<file path="src/rtl/gen_case_add_pkg.sv">
// Shared constants and helpers for gen_case_adder: architecture selection
// thresholds and the lookahead group count.
package gen_case_add_pkg;

  localparam int RIPPLE_MAX_W = 4;
  localparam int CLA_GROUP_W  = 4;

  typedef enum logic [1:0] {
    ARCH_SINGLE,
    ARCH_RIPPLE,
    ARCH_CLA
  } adder_arch_e;

  function automatic int num_groups(input int n);
    return (n + CLA_GROUP_W - 1) / CLA_GROUP_W;
  endfunction

  function automatic adder_arch_e arch_for(input int n);
    if (n == 1)
      return ARCH_SINGLE;
    else if (n <= RIPPLE_MAX_W)
      return ARCH_RIPPLE;
    else
      return ARCH_CLA;
  endfunction

endpackage

</file>
<file path="src/rtl/gen_case_adder_full_adder.sv">
// One-bit full adder cell used by the single-bit and ripple-carry builds
// of gen_case_adder.
module full_adder (
  output logic s,
  output logic cout,
  input  logic a,
  input  logic b,
  input  logic cin
);

  assign s    = a ^ b ^ cin;
  assign cout = (a & b) | (cin & (a ^ b));

endmodule

</file>
<file path="src/rtl/gen_case_adder.sv">
// Width-configurable adder with one-cycle registered result; the carry
// structure is chosen from N. Define GEN_CASE_ADD_OVF_EN for a signed overflow output.
module gen_case_adder
  import gen_case_add_pkg::*;
#(
  parameter int N = 3
) (
  input  logic         clk,
  input  logic         rst,
  output logic [N-1:0] sum,
  output logic         carry_out,
  input  logic [N-1:0] in1,
  input  logic [N-1:0] in2,
  input  logic         carry_in
`ifdef GEN_CASE_ADD_OVF_EN
  ,
  output logic         overflow
`endif
);

  localparam adder_arch_e ARCH = arch_for(N);

  // carry[i] is the carry into bit i; carry[N] is the final carry out
  logic [N:0]   carry;
  logic [N-1:0] sum_c;
  logic [N:0]   result;
  logic [N-1:0] sum_reg;
  logic         carry_out_reg;

  assign carry[0] = carry_in;

  generate
    case (ARCH)
      ARCH_SINGLE: begin : g_single
        full_adder u_fa (
          .s    (sum_c[0]),
          .cout (carry[1]),
          .a    (in1[0]),
          .b    (in2[0]),
          .cin  (carry[0])
        );
      end

      ARCH_RIPPLE: begin : g_ripple
        for (genvar gi = 0; gi < N; gi++) begin : g_bit
          full_adder u_fa (
            .s    (sum_c[gi]),
            .cout (carry[gi+1]),
            .a    (in1[gi]),
            .b    (in2[gi]),
            .cin  (carry[gi])
          );
        end
      end

      default: begin : g_cla
        for (genvar gi = 0; gi < num_groups(N); gi++) begin : g_grp
          localparam int LO = gi * CLA_GROUP_W;
          localparam int GW = (N - LO < CLA_GROUP_W) ? (N - LO) : CLA_GROUP_W;

          logic [GW-1:0] p;
          logic [GW-1:0] g;
          // gpre[j]/ppre[j]: generate/propagate of bits 0..j of this group
          logic [GW-1:0] gpre;
          logic [GW-1:0] ppre;

          assign p = in1[LO+GW-1:LO] ^ in2[LO+GW-1:LO];
          assign g = in1[LO+GW-1:LO] & in2[LO+GW-1:LO];

          always_comb begin
            gpre = '0;
            ppre = '0;
            for (int j = 0; j < GW; j++) begin
              if (j == 0) begin
                gpre[j] = g[j];
                ppre[j] = p[j];
              end else begin
                gpre[j] = g[j] | (p[j] & gpre[j-1]);
                ppre[j] = p[j] & ppre[j-1];
              end
            end
          end

          for (genvar gj = 0; gj < GW - 1; gj++) begin : g_inner
            assign carry[LO+gj+1] = gpre[gj] | (ppre[gj] & carry[LO]);
          end

          // group P/G hand the carry on to the next group
          assign carry[LO+GW] = gpre[GW-1] | (ppre[GW-1] & carry[LO]);
          assign sum_c[LO+GW-1:LO] = p ^ carry[LO+GW-1:LO];
        end
      end
    endcase
  endgenerate

  assign result = {carry[N], sum_c};

  always_ff @(posedge clk) begin
    if (rst) begin
      sum_reg       <= '0;
      carry_out_reg <= 1'b0;
    end else begin
      sum_reg       <= result[N-1:0];
      carry_out_reg <= result[N];
    end
  end

  assign sum       = sum_reg;
  assign carry_out = carry_out_reg;

`ifdef GEN_CASE_ADD_OVF_EN
  logic overflow_reg;

  always_ff @(posedge clk) begin
    if (rst)
      overflow_reg <= 1'b0;
    else
      overflow_reg <= carry[N] ^ carry[N-1];
  end

  assign overflow = overflow_reg;
`endif

endmodule

</file>
<file path="config.mk">
export PLATFORM = sky130hd
export DESIGN_NAME = gen_case_adder
export DESIGN_NICKNAME = d
export VERILOG_FILES = /design/src/rtl/gen_case_add_pkg.sv /design/src/rtl/gen_case_adder_full_adder.sv /design/src/rtl/gen_case_adder.sv
export SDC_FILE = /design/constraint.sdc
export NUM_CORES = 1
export LEC_CHECK = 0
export ABC_AREA = 0
export ABC_CLOCK_PERIOD_IN_PS = 2200
export BUFFER_PORTS_ARGS = -buffer_cell sky130_fd_sc_hd__buf_2
export CAP_MARGIN = 40
export CORE_AREA = 2 2 39 41
export CTS_BUF_LIST = sky130_fd_sc_hd__clkbuf_4 sky130_fd_sc_hd__clkbuf_8
export DETAILED_ROUTE_END_ITERATION = 10
export DIE_AREA = 0 0 41 43
export SYNTH_ARGS = -nofsm -noshare
export SYNTH_HDL_FRONTEND = slang
export SYNTH_SLANG_ARGS = --single-unit
</file>
<file path="constraint.sdc">
create_clock -name clk -period 2.2 [get_ports clk]
set_input_delay 0.22 -clock clk [delete_from_list [all_inputs] [get_ports clk]]
set_output_delay 0.22 -clock clk [all_outputs]
set_load 0.02 [all_outputs]
</file>
==> results.sh <==
export IMPL_avgViaCountPerCell=3.29
export IMPL_outcome="completed"
export IMPL_endpoint_kind="flip-flop"
export IMPL_min_path_type="in -> reg"
export IMPL_antenna_found_initial=0
export IMPL_netlist_instances=18
export IMPL_post_place_ws_ps=549
export IMPL_htreeDepth=1
export IMPL_post_dp_cell_area_sq_um=267
export IMPL_cp_max_fo=1
export IMPL_power_density_mw_per_mm2=735
export IMPL_gr_total_overflow=0
export IMPL_setup_viol=0
export IMPL_avgRoutedWirePerCell_microns=6.65
export IMPL_p_leak_nw=0.166
export IMPL_syn_area_sq_um=186
export IMPL_min_period_ps=1400
export IMPL_cap_viol_max_count=0
export IMPL_cts_resized=0
export IMPL_fin_nets=47
export IMPL_largest_reg_flops=3
export IMPL_gp_congestion=0.581
export IMPL_crit_arrival_ps=1530
export IMPL_die_h_microns=43
export IMPL_ant_nets=0
export IMPL_hold_viol=0
export IMPL_grt_pass1_wl_microns=448
export IMPL_cts_hold_fix_buffers=0
export IMPL_worst_slack_ps=797
export IMPL_cp_startpoint="in1[0]"
export IMPL_cts_root_buf="clkbuf_4"
export IMPL_drc=0
export IMPL_timing_slew_headroom=0.928
export IMPL_synth_nets=30
export IMPL_wl_microns=326
export IMPL_rsz0062_at_grt="false"
export IMPL_hp_start="rst"
export IMPL_drive_gt1_frac=0.485
export IMPL_grt_pass1_vias=163
export IMPL_die_area_sq_mm=0.00176
export IMPL_initial_core_util=0.135
export IMPL_portBuffers=12
export IMPL_fin_crit_sh=0.638
export IMPL_ios=13
export IMPL_synth_seq_area_share=0.430
export IMPL_tightest_slew_ps=108
export IMPL_finalSetupTns_ps=0
export IMPL_clock_sinks=4
export IMPL_die_x_microns=41
export IMPL_crit_required_ps=2320
export IMPL_cts_tree="built"
export IMPL_synth_avg_cell_area_sq_um=10.4
export IMPL_dp_hpwl_microns=296
export IMPL_groute_usage_overall=0.0464
export IMPL_rows=14
export IMPL_ys_warn_count=0
export IMPL_core_sq_mm=0.00138
export IMPL_grt_max_degree=5
export IMPL_clock_path_buffers=2
export IMPL_fin_cells=49
export IMPL_path_clk_slew_ps=40
export IMPL_drtPass1Iterations=2
export IMPL_synth_seq_cells=4
export IMPL_place_inst=46
export IMPL_first_iter_violations=1
export IMPL_route_vias_total=161
export IMPL_start_kind="primary input"
export IMPL_final_util=0.209
export IMPL_synth_cell_types=5
export IMPL_peakVddDrop_uv=103
export IMPL_fmax_mhz=713
export IMPL_fin_area_sq_um=289
export IMPL_diodes=0
export IMPL_power_mw=0.213
export IMPL_maxSlewViolCount=0
export IMPL_path_class="in -> reg"
export IMPL_cts_setup_buffers=0
export IMPL_syn_to_final_growth_pct=55.0
export IMPL_holdWs_ps=193
export IMPL_numCtsBuffers=3
[kinds of logic after synthesis]
| kind of cell | count (synthesis) | synth area share |
|---|---|---|
| adder cells (fa/ha/maj) | 3 | 0.322 |
| buffers and inverters | 7 | 0.141 |
| flip-flops | 4 | 0.430 |
| AND/OR/NAND/NOR | 4 | 0.107 |
[final timing paths]
path / endpoint / slack (ps) / depth (start not counted)
max: sum[2] / 800 / 8
min: sum[1] / 190 / 2
[cells in the mapped netlist]
cell type	count	share of area
dfxtp_1	4	0.43
fa_1	3	0.32
inv_1	7	0.14
nor2_1	3	0.060
nor2b_2	1	0.047
[report_power, final]
part	leakage, nW	internal (mW)	total (mW)	switching [mW]
clock	0.0138	0.0608	0.0876	0.0268
sequential	0.0333	0.0808	0.0823	0.00150
combinational	0.119	0.0185	0.0426	0.0240
total	0.166	0.160	0.213	0.0523
[final cells by class]
cell class | count | area (sq um)
inverter | 7 | 26.3
clock buffer | 3 | 22.5
sequential | 4 | 80.1
fill | 165 | 1090
tap | 16 | 20.0
multi-input combinational | 7 | 80.1
timing repair buffer | 12 | 60.1
[critical path, cell delays in order]
cell,delay (ps)
buf_2,70
inv_1,40
fa_1,400
inv_1,70
fa_1,150
inv_1,50
fa_1,470
nor2_1,40
[cells in the final DEF, fill, tap and decap left out]
cell type,instances
inv_1,7
clkbuf_4,3
nor2b_2,1
dfxtp_1,4
buf_2,12
nor2_1,3
fa_1,3
[per-layer routing]
layer	part of all wire	up-vias	global-route usage	wire [microns]
li1	-	77	-	-
met1	0.30	74	0.0228	98
met2	0.55	8	0.0656	179
met3	0.095	2	0	31
met4	0.052	0	0.120	17
met5	0	-	0	0
(Power assumes the default switching activity.)
